[src/rtl/alu_pkg.sv]
// rtl/alu_pkg.sv - shared op codes, FSM states and slice width for the pipelined ALU
package alu_pkg;

  localparam int SLICE = 4;

  localparam logic [3:0] OP_AND = 4'b0000;
  localparam logic [3:0] OP_OR  = 4'b0001;
  localparam logic [3:0] OP_ADD = 4'b0010;
  localparam logic [3:0] OP_SUB = 4'b0110;
  localparam logic [3:0] OP_SLT = 4'b0111;
  localparam logic [3:0] OP_NOR = 4'b1100;
  localparam logic [3:0] OP_MUL = 4'b1000;

  typedef enum logic {
    IDLE = 1'b0,
    MUL  = 1'b1
  } state_e;

endpackage

[src/rtl/alu_pipe_if.sv]
// rtl/alu_pipe_if.sv - operation/result handshake bundle between operand stage, ALU and writeback
interface alu_pipe_if #(
  parameter int WIDTH = 16
);

  logic             in_valid;
  logic             in_ready;
  logic [WIDTH-1:0] a;
  logic [WIDTH-1:0] b;
  logic [3:0]       op;
  logic             out_valid;
  logic             out_ready;
  logic [WIDTH-1:0] result;
  logic             cout;
  logic             overflow;
  logic             set;
  logic             zero;
  logic             illegal;

  // Producer/consumer side: offers operations and takes results.
  modport master (
    output in_valid, a, b, op, out_ready,
    input  in_ready, out_valid, result, cout, overflow, set, zero, illegal
  );

  // ALU side.
  modport slave (
    input  in_valid, a, b, op, out_ready,
    output in_ready, out_valid, result, cout, overflow, set, zero, illegal
  );

endinterface

[src/rtl/alu_cla_adder.sv]
// rtl/alu_cla_adder.sv - WIDTH-bit adder from 4-bit generate/propagate slices with lookahead carries
module alu_cla_adder
  import alu_pkg::*;
#(
  parameter int WIDTH = 16
) (
  input  logic [WIDTH-1:0] a,
  input  logic [WIDTH-1:0] b,
  input  logic             cin,
  output logic [WIDTH-1:0] sum,
  output logic             cout,
  output logic             ovf_raw
);

  localparam int NS = WIDTH / SLICE;

  logic [WIDTH-1:0] g;
  logic [WIDTH-1:0] p;
  logic [NS-1:0]    sg;
  logic [NS-1:0]    sp;
  logic [NS:0]      sc;
  logic [WIDTH:0]   c;
  logic             term;

  assign g = a & b;
  assign p = a ^ b;

  for (genvar s = 0; s < NS; s++) begin : g_slice
    localparam int B = s * SLICE;
    assign sp[s] = &p[B +: SLICE];
    assign sg[s] = g[B+3]
                 | (p[B+3] & g[B+2])
                 | (p[B+3] & p[B+2] & g[B+1])
                 | (p[B+3] & p[B+2] & p[B+1] & g[B]);
  end

  // Second lookahead level: every slice carry is a flat sum of products of lower slice G/P and cin.
  always_comb begin
    sc   = '0;
    term = 1'b0;
    sc[0] = cin;
    for (int j = 1; j <= NS; j++) begin
      term = cin;
      for (int m = 0; m < j; m++) term = term & sp[m];
      sc[j] = term;
      for (int k = 0; k < j; k++) begin
        term = sg[k];
        for (int m = k + 1; m < j; m++) term = term & sp[m];
        sc[j] = sc[j] | term;
      end
    end
  end

  // Bit carries inside each slice, seeded by the lookahead slice carry at every slice boundary.
  always_comb begin
    c    = '0;
    c[0] = sc[0];
    for (int i = 0; i < WIDTH; i++) begin
      if (((i + 1) % SLICE) == 0) c[i+1] = sc[(i+1)/SLICE];
      else                        c[i+1] = g[i] | (p[i] & c[i]);
    end
  end

  assign sum     = p ^ c[WIDTH-1:0];
  assign cout    = c[WIDTH];
  assign ovf_raw = c[WIDTH] ^ c[WIDTH-1];

endmodule

[src/rtl/alu_pipe.sv]
// rtl/alu_pipe.sv - registered ALU with one-entry result slot and iterative shift-add multiply
module alu_pipe
  import alu_pkg::*;
#(
  parameter int WIDTH = 16
) (
  input logic       clk,
  input logic       rst_n,
  alu_pipe_if.slave bus
);

  localparam int CNT_W = $clog2(WIDTH + 1);

  state_e               state_q, state_d;
  logic                 out_valid_q, out_valid_d;
  logic [WIDTH-1:0]     result_q, result_d;
  logic                 cout_q, cout_d;
  logic                 ovf_q, ovf_d;
  logic                 set_q, set_d;
  logic                 zero_q, zero_d;
  logic                 illegal_q, illegal_d;
  logic [WIDTH-1:0]     mcand_q, mcand_d;
  logic [2*WIDTH-1:0]   acc_q, acc_d;
  logic [CNT_W-1:0]     cnt_q, cnt_d;

  logic                 in_ready;
  logic                 accept;
  logic                 sub;
  logic [WIDTH-1:0]     add_a, add_b, add_sum;
  logic                 add_cin, add_cout, add_ovf;
  logic [2*WIDTH-1:0]   acc_step;

  assign in_ready = rst_n & (state_q == IDLE) & (!out_valid_q | bus.out_ready);
  assign accept   = bus.in_valid & in_ready;
  assign sub      = (bus.op == OP_SUB) || (bus.op == OP_SLT);

  // One adder serves both the single-cycle ops and the multiply accumulate step.
  always_comb begin
    add_a   = bus.a;
    add_b   = bus.b ^ {WIDTH{sub}};
    add_cin = sub;
    if (state_q == MUL) begin
      add_a   = acc_q[2*WIDTH-1:WIDTH];
      add_b   = mcand_q;
      add_cin = 1'b0;
    end
  end

  alu_cla_adder #(.WIDTH(WIDTH)) u_adder (
    .a       (add_a),
    .b       (add_b),
    .cin     (add_cin),
    .sum     (add_sum),
    .cout    (add_cout),
    .ovf_raw (add_ovf)
  );

  // Accumulator holds {partial product, remaining multiplier}; the whole pair shifts right each step.
  assign acc_step = acc_q[0] ? {add_cout, add_sum, acc_q[WIDTH-1:1]}
                             : {1'b0, acc_q[2*WIDTH-1:1]};

  // Next-state and result-slot update for acceptance, retirement and multiply iteration.
  always_comb begin
    state_d     = state_q;
    out_valid_d = out_valid_q;
    result_d    = result_q;
    cout_d      = cout_q;
    ovf_d       = ovf_q;
    set_d       = set_q;
    zero_d      = zero_q;
    illegal_d   = illegal_q;
    mcand_d     = mcand_q;
    acc_d       = acc_q;
    cnt_d       = cnt_q;

    if (out_valid_q && bus.out_ready) out_valid_d = 1'b0;

    case (state_q)
      IDLE: begin
        if (accept) begin
          if (bus.op == OP_MUL) begin
            state_d = MUL;
            mcand_d = bus.a;
            acc_d   = {{WIDTH{1'b0}}, bus.b};
            cnt_d   = '0;
          end else begin
            out_valid_d = 1'b1;
            result_d    = '0;
            cout_d      = 1'b0;
            ovf_d       = 1'b0;
            set_d       = 1'b0;
            illegal_d   = 1'b0;
            case (bus.op)
              OP_AND: result_d = bus.a & bus.b;
              OP_OR:  result_d = bus.a | bus.b;
              OP_NOR: result_d = ~(bus.a | bus.b);
              // set mirrors the raw sum MSB for every adder op.
              OP_ADD, OP_SUB: begin
                result_d = add_sum;
                cout_d   = add_cout;
                ovf_d    = add_ovf;
                set_d    = add_sum[WIDTH-1];
              end
              OP_SLT: begin
                result_d = {{(WIDTH-1){1'b0}}, add_sum[WIDTH-1] ^ add_ovf};
                cout_d   = add_cout;
                set_d    = add_sum[WIDTH-1];
              end
              default: illegal_d = 1'b1;
            endcase
            zero_d = (result_d == '0);
          end
        end
      end
      MUL: begin
        acc_d = acc_step;
        cnt_d = cnt_q + 1'b1;
        if (cnt_q == CNT_W'(WIDTH - 1)) begin
          state_d     = IDLE;
          cnt_d       = '0;
          out_valid_d = 1'b1;
          result_d    = acc_step[WIDTH-1:0];
          cout_d      = |acc_step[2*WIDTH-1:WIDTH];
          ovf_d       = 1'b0;
          set_d       = 1'b0;
          illegal_d   = 1'b0;
          zero_d      = (acc_step[WIDTH-1:0] == '0);
        end
      end
      default: state_d = IDLE;
    endcase
  end

  // State and result registers; reset aborts any multiply in flight.
  always_ff @(posedge clk or negedge rst_n) begin
    if (!rst_n) begin
      state_q     <= IDLE;
      out_valid_q <= 1'b0;
      result_q    <= '0;
      cout_q      <= 1'b0;
      ovf_q       <= 1'b0;
      set_q       <= 1'b0;
      zero_q      <= 1'b0;
      illegal_q   <= 1'b0;
      mcand_q     <= '0;
      acc_q       <= '0;
      cnt_q       <= '0;
    end else begin
      state_q     <= state_d;
      out_valid_q <= out_valid_d;
      result_q    <= result_d;
      cout_q      <= cout_d;
      ovf_q       <= ovf_d;
      set_q       <= set_d;
      zero_q      <= zero_d;
      illegal_q   <= illegal_d;
      mcand_q     <= mcand_d;
      acc_q       <= acc_d;
      cnt_q       <= cnt_d;
    end
  end

  assign bus.in_ready  = in_ready;
  assign bus.out_valid = out_valid_q;
  assign bus.result    = result_q;
  assign bus.cout      = cout_q;
  assign bus.overflow  = ovf_q;
  assign bus.set       = set_q;
  assign bus.zero      = zero_q;
  assign bus.illegal   = illegal_q;

endmodule

[src/flat_wrapper.sv]
// flat-port wrapper written by rule: the top's interface ports become plain ports
module alu_pipe_flat import alu_pkg::*;
#(
  parameter int WIDTH = 16
)
  (clk, rst_n, bus_in_valid, bus_a, bus_b, bus_op, bus_out_ready, bus_in_ready, bus_out_valid, bus_result, bus_cout, bus_overflow, bus_set, bus_zero, bus_illegal);
  alu_pipe_if #(.WIDTH(WIDTH)) bus_i ();
  input logic clk;
  input logic rst_n;
  input wire logic [$bits(bus_i.in_valid)-1:0] bus_in_valid;
  input wire logic [$bits(bus_i.a)-1:0] bus_a;
  input wire logic [$bits(bus_i.b)-1:0] bus_b;
  input wire logic [$bits(bus_i.op)-1:0] bus_op;
  input wire logic [$bits(bus_i.out_ready)-1:0] bus_out_ready;
  output wire logic [$bits(bus_i.in_ready)-1:0] bus_in_ready;
  output wire logic [$bits(bus_i.out_valid)-1:0] bus_out_valid;
  output wire logic [$bits(bus_i.result)-1:0] bus_result;
  output wire logic [$bits(bus_i.cout)-1:0] bus_cout;
  output wire logic [$bits(bus_i.overflow)-1:0] bus_overflow;
  output wire logic [$bits(bus_i.set)-1:0] bus_set;
  output wire logic [$bits(bus_i.zero)-1:0] bus_zero;
  output wire logic [$bits(bus_i.illegal)-1:0] bus_illegal;
  assign bus_i.in_valid = bus_in_valid;
  assign bus_i.a = bus_a;
  assign bus_i.b = bus_b;
  assign bus_i.op = bus_op;
  assign bus_i.out_ready = bus_out_ready;
  assign bus_in_ready = bus_i.in_ready;
  assign bus_out_valid = bus_i.out_valid;
  assign bus_result = bus_i.result;
  assign bus_cout = bus_i.cout;
  assign bus_overflow = bus_i.overflow;
  assign bus_set = bus_i.set;
  assign bus_zero = bus_i.zero;
  assign bus_illegal = bus_i.illegal;
  alu_pipe #(.WIDTH(WIDTH)) u_core (.clk(clk), .rst_n(rst_n), .bus(bus_i));
endmodule
[config.mk]
export PLATFORM = sky130hd
export DESIGN_NAME = alu_pipe_flat
export DESIGN_NICKNAME = d
export VERILOG_FILES = /design/src/rtl/alu_pkg.sv /design/src/rtl/alu_pipe_if.sv /design/src/rtl/alu_cla_adder.sv /design/src/rtl/alu_pipe.sv /design/src/flat_wrapper.sv
export SDC_FILE = /design/constraint.sdc
export NUM_CORES = 1
export LEC_CHECK = 0
export CAP_MARGIN = 20
export CORE_ASPECT_RATIO = 1.1
export CORE_MARGIN = 2
export CORE_UTILIZATION = 52
export DETAILED_ROUTE_END_ITERATION = 8
export GPL_TIMING_DRIVEN = 0
export PLACE_DENSITY = 0.78
export SYNTH_ARGS = -nofsm -noshare
export SYNTH_HDL_FRONTEND = slang
export SYNTH_SLANG_ARGS = --single-unit
[constraint.sdc]
create_clock -name clk -period 5.2 [get_ports clk]
set_clock_uncertainty 0.1 [all_clocks]
set_input_delay 0.78 -clock clk [delete_from_list [all_inputs] [get_ports clk]]
set_output_delay 0.78 -clock clk [all_outputs]
set_load 0.005 [all_outputs]
# Word level (Yosys, flattened, before mapping)
# Cells that the tools add are included.
[totals]
ff_bits = 76
inputBits = 40
out_inout_bits = 23
[classes]
add_sub_neg = 1
n_eq_ne = 11
n_mux = 50
bitwise = 90
n_reduce_logical = 17
[ops]
columns = ["cell", "n"]
rows = [
  ["16-bit 2-to-1 mux", 8],
  ["32-bit 2-to-1 mux", 3],
  ["16-bit case mux with 5 select lines", 1],
  ["32-bit case mux with 2 select lines", 1],
  ["16-bit bitwise XOR", 3],
  ["1-bit bitwise AND", 45],
  ["1-bit OR", 35],
  ["16-bit bitwise AND", 2],
  ["16-bit logical NOT", 2],
  ["16-bit case mux with 2 select lines", 1],
  ["1-bit 2-to-1 mux", 25],
  ["16-bit NOT", 1],
  ["16-bit OR", 1],
  ["4-bit AND reduction", 4],
  ["16-bit OR reduction", 1],
  ["5-bit 2-to-1 mux", 3],
  ["1-bit case mux with 2 select lines", 7],
  ["5-bit case mux with 2 select lines", 1],
  ["4-bit by 3-bit == test with 1-bit output (second input constant)", 2],
  ["4-bit == test (second input constant)", 2],
  ["2-bit != test (second input constant)", 3],
  ["3-bit AND reduction", 2],
  ["6-bit OR reduction", 1],
  ["5-bit by 1-bit adder with 5-bit output (second input constant)", 1],
  ["13 further kinds", 14],
]

# Logic depth before layout (Yosys ltp)
# Gate-level depths: netlist of the first run.
[logic_depth]
word_depth = 30
mapped_depth = 22
depth_no_buf = 19

# By module
# A second synthesis of the first run with hierarchy kept.
[unflattened]
hier_cells = 591
hier_area_um2 = 5317.6
[modules_own_cells]
columns = ["module", "instances", "cells_each", "area_per_inst_um2", "seq_area_each_um2"]
rows = [
  ["alu_pipe", 1, 519, 4595.7, 1901.8],
  ["alu_cla_adder", 1, 72, 721.9, 0.0],
]

# Least setup slack after synthesis of the first run
# No wires, ideal clock.
[synth_path]
path_type = "input to register"
startpoint = "in bus_op[1]"
endpoint = "reg u_core.cout_q, in the netlist u_core.bus.cout"
setup_ns = 0.123
arrival_time_ns = 5.629
slack_ns = -0.652
stages = 20
path_buffers = 3
path_cell_list = "clkbuf_1 > and3b_1 > buf_2 > buf_2 > xnor2_1 > o21ai_0 > ha_1 > and3_1 > a221oi_1 > nand2_1 > a21boi_0 > o21ai_0 > fa_1 > fa_1 > or4_1 > nor2_1 > a31oi_1 > or4_4 > and2_1 > o221a_1"
[synth_between]
elab_chain_len = 25
word_cells_on_any_way = 101
cone_classes = "eq/ne (5); mux (8); bitwise (80); reduce/logical (8)"
[synth_lines]
columns = ["element", "line", "text"]
rows = [
  ["start: declaration", "flat_wrapper.sv:13", "input wire logic [$bits(bus_i.op)-1:0] bus_op;"],
  ["4-bit by 3-bit == test with 1-bit output", "alu_pipe.sv:35, alu_pipe.sv:93", ""],
  ["1-bit logical OR", "alu_pipe.sv:35", "assign sub = (bus.op == OP_SUB) || (bus.op == OP_SLT);"],
  ["16-bit bitwise XOR", "alu_pipe.sv:40", "add_b = bus.b ^ {WIDTH{sub}};"],
  ["16-bit 2-to-1 mux", "alu_pipe.sv:42", "if (state_q == MUL) begin"],
  ["16-bit bitwise XOR or 16-bit bitwise AND (tied branches)", "alu_cla_adder.sv:26, alu_cla_adder.sv:25", ""],
  ["1-bit bitwise AND (on tied branches)", "alu_cla_adder.sv:32, alu_cla_adder.sv:33, alu_cla_adder.sv:34", ""],
  ["1-bit OR (tied with other cells)", "alu_cla_adder.sv:32", "| (p[B+3] & g[B+2])"],
  ["1-bit OR or 1-bit bitwise AND (tied branches)", "alu_cla_adder.sv:33, alu_cla_adder.sv:34", ""],
  ["[... 9 more ...]", "--", ""],
  ["1-bit OR", "alu_cla_adder.sv:60", "else c[i+1] = g[i] | (p[i] & c[i]);"],
  ["1-bit bitwise AND", "alu_cla_adder.sv:60", ""],
  ["1-bit OR", "alu_cla_adder.sv:60", ""],
  ["16-bit bitwise XOR", "alu_cla_adder.sv:64", "assign sum = p ^ c[WIDTH-1:0];"],
  ["32-bit 2-to-1 mux", "alu_pipe.sv:59", "assign acc_step = acc_q[0] ? {add_cout, add_sum, acc_q[WIDTH-1:1]}"],
  ["16-bit OR reduction", "alu_pipe.sv:123", "cout_d = |acc_step[2*WIDTH-1:WIDTH];"],
  ["1-bit 2-to-1 mux", "alu_pipe.sv:118", "if (cnt_q == CNT_W'(WIDTH - 1)) begin"],
  ["1-bit case mux with 2 select lines", "alu_pipe.sv:78", "case (state_q)"],
  ["end signal: assignment", "alu_pipe.sv:152", "cout_q <= cout_d;"],
  ["end: declaration", "alu_pipe.sv:17", "logic cout_q, cout_d;"],
]
# Several ways; a longest one is shown, not always the timed one. The select of a mux whose other input is x is not followed.
# A chain may end at the register's enable or synchronous reset.

# Final worst setup path of the first run
[layout_path]
startpoint = "in bus_a[1]"
endpoint = "reg u_core.cout_q, in the netlist u_core.bus.cout"
[layout_between]
elab_chain_len = 21
word_cells_on_any_way = 56
cone_classes = "mux (7); bitwise (47); reduce/logical (2)"
[layout_lines]
columns = ["element", "line", "text"]
rows = [
  ["start: declaration", "flat_wrapper.sv:11", "input wire logic [$bits(bus_i.a)-1:0] bus_a;"],
  ["16-bit 2-to-1 mux *", "alu_pipe.sv:42", ""],
  ["16-bit bitwise AND or 16-bit bitwise XOR (tied branches)", "alu_cla_adder.sv:25, alu_cla_adder.sv:26", ""],
  ["1-bit bitwise AND (on tied branches)", "alu_cla_adder.sv:33, alu_cla_adder.sv:34", ""],
  ["1-bit OR or 1-bit bitwise AND (tied branches)", "alu_cla_adder.sv:33, alu_cla_adder.sv:34", ""],
  ["1-bit OR", "alu_cla_adder.sv:34", "| (p[B+3] & p[B+2] & p[B+1] & g[B]);"],
  ["1-bit bitwise AND (2 in a row)", "alu_cla_adder.sv:48", "for (int m = k + 1; m < j; m++) term = term & sp[m];"],
  ["1-bit OR (3 in a row)", "alu_cla_adder.sv:49", "sc[j] = sc[j] | term;"],
  ["1-bit bitwise AND", "alu_cla_adder.sv:60", ""],
  ["[... 2 more ...]", "--", ""],
  ["1-bit OR", "alu_cla_adder.sv:60", ""],
  ["1-bit bitwise AND", "alu_cla_adder.sv:60", ""],
  ["1-bit OR", "alu_cla_adder.sv:60", ""],
  ["16-bit bitwise XOR", "alu_cla_adder.sv:64", ""],
  ["32-bit 2-to-1 mux", "alu_pipe.sv:59", ""],
  ["16-bit OR reduction", "alu_pipe.sv:123", ""],
  ["1-bit 2-to-1 mux", "alu_pipe.sv:118", ""],
  ["1-bit case mux with 2 select lines *", "alu_pipe.sv:78", ""],
]
# Every way passes the cells marked *; elsewhere a longest branch is shown, timed or not. The select of a mux whose other input is x is not followed.

==> results_dict.tcl, run 1 <==
set metrics [dict create \
    ff2ff_path_depth 19 \
    multi_input_area_um2 3470 \
    setup_slack_ns -0.0480 \
    finalSetupViolations 1 \
    num_rows 39 \
    nFillCells 792 \
    synthXorXnorAreaFrac_pct 3.53 \
    synthesis.area_um2 5470 \
    via_per_inst 6.34 \
    first_global_vias 5149 \
    seq_area_um2 1900 \
    ir_drop_mv 0.345 \
    yosysSeqAreaShare_pct 34.8 \
    finalCriticalPeriod_ns 5.25 \
    ys_ff_latch 76 \
    cpPeakStageDelay_ns 0.58 \
    r2r-end "u_core.bus.cout" \
    yosys_warnings 0 \
    initialDrtViolationCount 596 \
    route.detailed.drc 0 \
    timing.rr.start "u_core.state_q" \
    synth_top_family_by_area "multiplexers" \
    crit_path_frequent_cell "fa_1" \
    synthCells 567 \
    synth_mux_area_share_pct 18.0 \
    r2r_slack_ns -0.03 \
    cp-start-kind "primary input" \
    crit_fanout 5 \
    final_net_count 740 \
    place_hpwl_um 13400 \
    track_usage_pct 32.7 \
    post_dp_cell_area_um2 6340 \
    yosys.area_share.simple_pct 15.8 \
    slew_headroom_pct 37.8 \
    path_cells "clkdlybuf4s50_1 -> mux2_2 -> ha_1 -> and3_4 -> a221oi_4 -> nand2_2 -> buf_4 -> buf_4 -> fa_1 -> fa_1 -> inv_1 -> fa_1 -> xnor2_1 -> mux2i_1 -> nand3b_1 -> or4_4 -> a2bb2oi_2 -> o221a_1" \
    top_usage_layer "met2" \
    place.gp.congestion 0.913 \
    layout-drive-gt1-share_pct 24.1 \
    io_pins 63 \
    grt_pass1_wl_um 28200 \
    antenna_found_initial 0 \
    dp_slack_ns -1.26 \
    die_w_um 102 \
    rsz0062_at_grt "true" \
    worstPathRequired_ns 5.33 \
    worst_setup_path_end_kind "flip-flop" \
    die_h_um 112 \
    insertion_delay_ns 0.35 \
    synth_cell_types 65 \
    root_buffer "clkbuf_16" \
    violations "negative setup slack" \
    status "finished, violations left" \
    synthArstFlopShare_pct 100 \
    wl_per_cell_um 22.3 \
    synth-compound-area-share_pct 14.4 \
    ctsLongestPathBuffers 2 \
    antenna_cells 0 \
    worst_slew_pin_slew_ns 0.927 \
    crit_family "adder cells" \
    clk_pin_slew_ns 0.06 \
    start_util_pct 53.1 \
    postRouteAntennaNets 0 \
    groute.layer.met3.usage_pct 5.84 \
    min_path_type "primary input to async pin" \
    cts_made_buffers 9 \
    synthAdderAreaFrac_pct 9.20 \
    numPortBuffers 61 \
    fin_util_pct 69.0 \
    fmax_mhz 191 \
    critPathSlowestCell "or4_4" \
    synth_top_flop_cell "dfrtp_1" \
    hold_buffers 0 \
    use_met2_pct 49.5 \
    power_leakage_nw 3.03 \
    power_density_nw_per_um2 590 \
    critPathBufInv 4 \
    crit_arrival_ns 5.38 \
    wirelength_um 18300 \
    area_growth_pct 29.9 \
    finalCritPeriodShare_pct 101 \
    maxCapViolCount 0 \
    synth-edff-count 0 \
    drv_slew 0 \
    syn_area_per_cell_um2 9.64 \
    grt.overflow.total 0 \
    htreeDepth 3 \
    fin_area_um2 7100 \
    final-hold-violation-count 0 \
    dieArea_um2 11300 \
    num_vias 5189 \
    grt_max_degree 41 \
    cts_tree "done" \
    crit_type "primary input to flip-flop" \
    globalRouteMet1Util_pct 45.0 \
    dr.pass1.iters 5 \
    core-area_um2 10300 \
    cts.sinks 76 \
    syn_nets 636 \
]
cells by family after synthesis:
| family | count (synthesis) |
|---|---|
| xor+xnor | 22 |
| mux | 90 |
| flops | 76 |
| compound gates | 126 |
| simple gates | 164 |
| fa+ha+maj | 34 |
| buf+inv | 55 |
flip-flops by register name (all words and copies together), names as in the netlist, 5 cells and up:
signal	count
u_core.acc_q	32
u_core.bus.result	16
u_core.mcand_q	16
u_core.cnt_q	5
area by class of cell:
class	instances	share of cell area (%)
plain buffers	33	2.94
clock buffers	10	3.23
clock inverters	5	1.76
inverters	19	1.00
multi-input cells	436	48.9
flip-flops and latches	76	26.8
well taps	143	2.52
repair buffers	96	12.8
worst max-delay path by stage:
stage	start	end	slack [ns]	cells past startpoint
after floorplan	bus_op[3]	u_core.bus.cout	-0.11	20
after global placement	bus_op[1]	u_core.bus.zero	-1.32	22
after detailed placement	bus_op[2]	u_core.bus.zero	-1.26	21
after CTS	bus_b[2]	u_core.bus.cout	0.004	17
after global routing	bus_op[2]	u_core.bus.cout	-0.18	21
final	bus_a[1]	u_core.bus.cout	-0.05	18
where the power goes:
group          internal (W)  switching [W]  leakage [nW]
combinational       0.00116        0.00122          1.92
clock              0.000514       0.000258         0.173
sequential         0.000833       0.000202         0.941
total               0.00251        0.00168          3.03
per-stage QoR:
| stage | hold slack (ns) | power (W) | cells | TNS, ns |
|---|---|---|---|---|
| floorplan | 0.373 | 0.00231 | 567 | -0.107 |
| global placement | 0.367 | 0.00304 | 771 | -42.85 |
| detailed placement | 0.371 | 0.00309 | 772 | -6.65 |
| CTS | 0.329 | 0.00403 | 808 | 0 |
| global route | 0.349 | 0.00440 | 818 | -0.303 |
| finish | 0.312 | 0.00419 | 818 | -0.0480 |
synthesized netlist by cell type, drive strengths merged (3+ instances only):
master / number / area share, %
a21o: 4 / 0.55
ha: 17 / 3.9
and4: 4 / 0.64
buf: 11 / 1.3
o221ai: 4 / 0.64
and2: 4 / 0.46
a21oi: 24 / 2.2
nor4: 7 / 0.80
mux2i: 24 / 4.4
nand4: 4 / 0.46
dfrtp: 76 / 35
nor2: 30 / 2.1
nand3: 10 / 0.92
fa: 12 / 4.4
nor4bb: 9 / 1.6
o211ai: 11 / 1.5
clkbuf: 25 / 1.7
maj3: 5 / 0.92
a222oi: 4 / 0.73
and3: 3 / 0.34
xnor2: 20 / 3.2
mux2: 66 / 14
nand2: 62 / 4.3
or4: 5 / 0.76
a22oi: 3 / 0.41
nor3: 5 / 0.46
inv: 19 / 1.3
o21ai: 48 / 4.4
a31oi: 10 / 1.1
routing by layer:
metal | vias up | wire length [µm]
met1 | 2547 | 7620
met3 | 73 | 1320
li1 | 2281 | -
met2 | 288 | 8510
met4 | 0 | 824
met5 | - | 0
cells in the final DEF, fill, tap and decap left out, drive strengths merged, types with 12 or more instances in the layout:
master	synthesis	layout
mux2	66	66
clkbuf	25	32
buf	11	50
mux2i	24	24
inv	19	19
nor2	30	30
fa	12	12
nand2	62	62
a21oi	24	24
ha	17	17
o21ai	48	48
xnor2	20	20
clkdlybuf4s50	0	52
dfrtp	76	76
timing repair:
action | in CTS | in global routing
pin swaps | 23 | 21
setup buffers | 21 | 12
gates resized for setup | 47 | 32
endpoints found under the setup margin | 13 | 2
Power figures use the tool's default switching activity.
==> run 2, diff against run 1 <==
Settings changed: RECOVER_POWER set to 100.
==> run 2 against run 1 <==
The run ends with max-capacitance violations, max-slew violations, negative setup slack left. Power shrank 1.0%. Utilization shrank 0.073 points. Critical path type unchanged. Highest routed layer unchanged. Flip-flop and latch count is the same. Critical endpoint unchanged. Register-to-register slack lost 0.02 ns. Sequential share of layout area is essentially flat. Combinational power shrank 2%. Global-route usage is the same. Clock-buffer cell count is the same.
==> results_dict.tcl, run 2 (synthesized netlist as in run 1, its figures left out) <==
set metrics [dict create \
    place_hpwl_um 13400 \
    wirelength_um 18200 \
    crit_type "primary input to flip-flop" \
    layout_common_cells "dfrtp_1, mux2_2, nand2_1, o21ai_0, buf_4" \
    drv_slew 40 \
    grt_max_degree 41 \
    worst_slew_pin_slew_ns 2.24 \
    tns_ns -0.0924 \
    worst_setup_path_end_kind "flip-flop" \
    largest_reg_flops 32 \
    die_w_um 102 \
    track_usage_pct 32.7 \
    dieArea_um2 11300 \
    place.gp.congestion 0.913 \
    violations "max-capacitance violations, max-slew violations, negative setup slack" \
    status "finished, violations left" \
    cts_tree "done" \
    numPortBuffers 61 \
    clk_pin_slew_ns 0.06 \
    power_density_nw_per_um2 584 \
    layout_commonest_cell "dfrtp_1" \
    wl_per_cell_um 22.3 \
    cts.sinks 76 \
    die_h_um 112 \
    finalSetupViolations 2 \
    rsz0062_at_grt "true" \
    finalCriticalPeriod_ns 5.27 \
    grt.overflow.total 0 \
    num_vias 5192 \
    htreeDepth 3 \
    route.detailed.drc 0 \
    io_pins 63 \
    num_rows 39 \
    fmax_mhz 190 \
    start_util_pct 53.1 \
    finalPower_w 0.00414 \
    via_per_inst 6.35 \
    initialDrtViolationCount 498 \
    area_growth_pct 29.8 \
    setup_slack_ns -0.0744 \
    antenna_cells 0 \
    layout-drive-gt1-share_pct 23.6 \
    final_net_count 740 \
    insertion_delay_ns 0.35 \
    nFillCells 796 \
    maxCapViolCount 1 \
    min_path_type "flip-flop to flip-flop" \
    finalCritPeriodShare_pct 101 \
    postRouteAntennaNets 0 \
    crit_arrival_ns 5.41 \
    first_global_vias 5149 \
    grt_pass1_wl_um 28200 \
    ctsLongestPathBuffers 2 \
    cts_made_buffers 9 \
    crit_fanout 5 \
    worstPathRequired_ns 5.33 \
    dr.pass1.iters 8 \
    final-hold-violation-count 0 \
    fin_area_um2 7090 \
    cp-start-kind "primary input" \
    ir_drop_mv 0.330 \
    antenna_found_initial 0 \
    largest-register "u_core.acc_q" \
    root_buffer "clkbuf_16" \
    post_dp_cell_area_um2 6340 \
    core-area_um2 10300 \
    slew_headroom_pct -49.1 \
    power_leakage_nw 3.04 \
]
-- run 2: final timing paths --
kind / startpoint / endpoint / slack, ns / cells after the start
worst max register to register: u_core.state_q / u_core.bus.cout / -0.05 / 19
worst min-delay path: u_core.bus.illegal / u_core.bus.illegal / 0.38 / 1
worst min register to register: u_core.bus.illegal / u_core.bus.illegal / 0.38 / 1
worst max-delay path: bus_a[1] / u_core.bus.cout / -0.07 / 18
max in group asynchronous: rst_n / u_core.bus.result[4] / 2.72 / 1
min in group asynchronous: rst_n / u_core.acc_q[26] / 1.00 / 1
-- run 2: worst max-delay path, cell delays in order --
cell,delay (ns)
clkdlybuf4s50_1,0.54
mux2_2,0.36
ha_1,0.30
and3_4,0.19
a221oi_4,0.29
nand2_2,0.10
buf_4,0.14
buf_4,0.13
fa_1,0.40
fa_1,0.39
inv_1,0.08
fa_1,0.19
xnor2_1,0.13
mux2i_1,0.27
nand3b_1,0.15
or4_4,0.58
a2bb2oi_2,0.15
o221a_1,0.23
-- run 2: repair_timing --
action                                  CTS  global route
endpoints found under the setup margin   13             2
pin swaps                                23            21
resized for setup                        47            32
hold buffers                              0             0
buffers inserted                         21            12
-- run 2: cell type report --
type	instances	area (µm²)	area share, %
plain buffers	33	205	2.89
clock buffers	10	229	3.23
clock inverters	5	125	1.76
inverters	19	71.3	1.01
multi-input cells	436	3470	49.0
flip-flops and latches	76	1900	26.8
well taps	143	179	2.52
repair buffers	96	905	12.8
-- run 2: per-stage QoR --
step | std cells | hold slack [ns] | utilization [%] | setup WS (ns)
2_1_floorplan | 567 | 0.373 | - | -0.107
3_3_place_gp | 771 | 0.367 | 61.5 | -1.32
3_5_place_dp | 772 | 0.371 | 61.6 | -1.26
4_1_cts | 808 | 0.329 | 67.6 | 0.00382
5_1_grt | 818 | 0.401 | 68.9 | -0.185
6_report | 818 | 0.376 | 68.9 | -0.0744
-- run 2: routing by layer --
layer  track usage (%)  routed length [µm]  part of all wire [%]
met2              49.5                8460                    46
met3              5.84                1390                   7.6
met1              45.0                7560                    41
met5                 0                   0                     0
met4              16.3                 834                   4.6
-- run 2: power by group --
group	switching, W	internal, W	total (W)
Combinational	0.00121	0.00113	0.00234
Sequential	0.000198	0.000832	0.00103
Clock	0.000257	0.000514	0.000771
==> RTL change (settings of run 1) <==
`WIDTH` is set to 16 in 4 places; all go to 8.
--- a/src/rtl/alu_pipe_if.sv
+++ b/src/rtl/alu_pipe_if.sv
@@ -1,6 +1,6 @@
 // rtl/alu_pipe_if.sv - operation/result handshake bundle between operand stage, ALU and writeback
 interface alu_pipe_if #(
-  parameter int WIDTH = 16
+  parameter int WIDTH = 8
 );
 
   logic             in_valid;
--- a/src/rtl/alu_cla_adder.sv
+++ b/src/rtl/alu_cla_adder.sv
@@ -2,7 +2,7 @@
 module alu_cla_adder
   import alu_pkg::*;
 #(
-  parameter int WIDTH = 16
+  parameter int WIDTH = 8
 ) (
   input  logic [WIDTH-1:0] a,
   input  logic [WIDTH-1:0] b,
--- a/src/rtl/alu_pipe.sv
+++ b/src/rtl/alu_pipe.sv
@@ -2,7 +2,7 @@
 module alu_pipe
   import alu_pkg::*;
 #(
-  parameter int WIDTH = 16
+  parameter int WIDTH = 8
 ) (
   input logic       clk,
   input logic       rst_n,
--- a/src/flat_wrapper.sv
+++ b/src/flat_wrapper.sv
@@ -1,7 +1,7 @@
 // flat-port wrapper written by rule: the top's interface ports become plain ports
 module alu_pipe_flat import alu_pkg::*;
 #(
-  parameter int WIDTH = 16
+  parameter int WIDTH = 8
 )
   (clk, rst_n, bus_in_valid, bus_a, bus_b, bus_op, bus_out_ready, bus_in_ready, bus_out_valid, bus_result, bus_cout, bus_overflow, bus_set, bus_zero, bus_illegal);
   alu_pipe_if #(.WIDTH(WIDTH)) bus_i ();
Interface: changed (resized bus_a, bus_b and bus_result); port bits go from 63 to 39. The function was not compared with the original's and may differ.
==> RTL change against run 1 <==
- sequential cell count down 33
- global-route usage decreased by 5.0 points
- total power is 53% lower
- maximum frequency increased by 5.1%
- worst setup slack improved by 0.25 ns
- cell area is 48% lower
- critical path depth fell by 1
- synthesized area shrank 43%
- routed wire length is 53% lower
- largest cell class unchanged
- largest power group unchanged
==> RTL change: results (changes against run 1) <==
metric,value,unit,change
status,finished clean,,"was complete, but fails checks"
"worst slack, placed",-0.2109,ns,was -1.262 ns
CP max FO,10,,was 5
cells on worst reg2reg path,17,,was 19
Pre-antenna DRT Iters,7,,was 5
Avg Vias per Cell,6.307,,was 6.344
WL met1,3622,µm,was 7622 µm
area post-placement,3587,µm²,was 6345 µm²
met3 WL,623,µm,was 1317 µm
Leak Pwr,1.612,nW,was 3.031 nW
global routing met3 resource utilization,5.319,%,was 5.838%
met2 WL,4041,µm,was 8506 µm
global placer's final weighted congestion,0.9345,,was 0.9133
Setup Buffers After CTS,0,,was 21
GR Util met2,45.22,%,was 49.47%
PortBufs,38,,was 61
Worst VDD drop,0.2210,mV,was 0.3452 mV
largest net degree at the start of global routing,24,,was 41
"Clk Latency, worst-skew pair",0.31,ns,was 0.35 ns
final WL,8559,µm,was 18270 µm
Overall Global Routing Usage,27.77,%,was 32.74%
CP startpoint,bus_op[3],,was bus_a[1]
first-pass GRT wire length,14170,µm,was 28170 µm
r2r setup slk,0.33,ns,was -0.03 ns
hold slack,0.3476,ns,was 0.3124 ns
total CTS buffers,5,,was 9
share of cells above drive strength 1,10.29,%,was 24.15%
nets@finish,417,,was 740
clk slew on worst S/H paths,0.08,ns,was 0.06 ns
vias in the first global route,2790,,was 5149
==> RTL change: cell count changes after synthesis, sizes merged, moves of 7 or more <==
| cell | change |
|---|---|
| a31oi | -8 |
| clkbuf | -14 |
| dfrtp | -33 |
| ha | -8 |
| inv | -10 |
| mux2 | -50 |
| mux2i | -8 |
| nand2 | -19 |
| o211ai | -7 |
| o21ai | -23 |
| xnor2 | -18 |
| xor2 | +7 |
==> RTL change: cells by family after synthesis <==
| family | synth area share (%) |
|---|---|
| flip-flops | 34.85 |
| multiplexers | 11.02 |
| AO/OA/AOI/OAI | 18.72 |
| AND/OR/NAND/NOR | 19.49 |
| XOR/XNOR | 3.120 |
| buffers and inverters | 4.619 |
| adder cells (fa/ha/maj) | 8.185 |
==> RTL change: per-stage QoR <==
stage                     power [mW]  setup TNS [ns]
after detailed placement       1.689         -0.3807
after CTS                      1.935               0
after global placement         1.656         -0.2575
final                          1.956               0
after floorplan                1.289               0
after global routing           2.101               0
==> RTL change: layout make-up <==
class                           count  area (µm²)
Fill cell                         507        2071
Timing Repair Buffer               39       405.4
Clock inverter                      1       7.507
Buffer                             22       108.9
Tap cell                           77       96.34
Multi-Input combinational cell    258        1874
Clock buffer                        7       96.34
Sequential cell                    43        1076
Inverter                            9       33.78
==> RTL change: critical path, cell delays in order <==
cell             delay [ns]
clkdlybuf4s50_1        0.61
and2b_2                0.29
nand2_4                0.18
xor2_1                 0.16
o21ai_0                0.09
ha_1                   0.38
nand4b_1               0.15
o21a_1                 0.18
nand2_1                0.08
fa_1                   0.38
fa_1                   0.40
inv_1                  0.09
fa_1                   0.17
or4b_1                 0.43
or4_1                  0.43
a21oi_1                0.18
a21oi_1                0.09
==> RTL change: where the power goes <==
part / internal (mW) / switching (mW)
clock network: 0.121 / 0.125
logic: 0.500 / 0.641
registers: 0.469 / 0.100
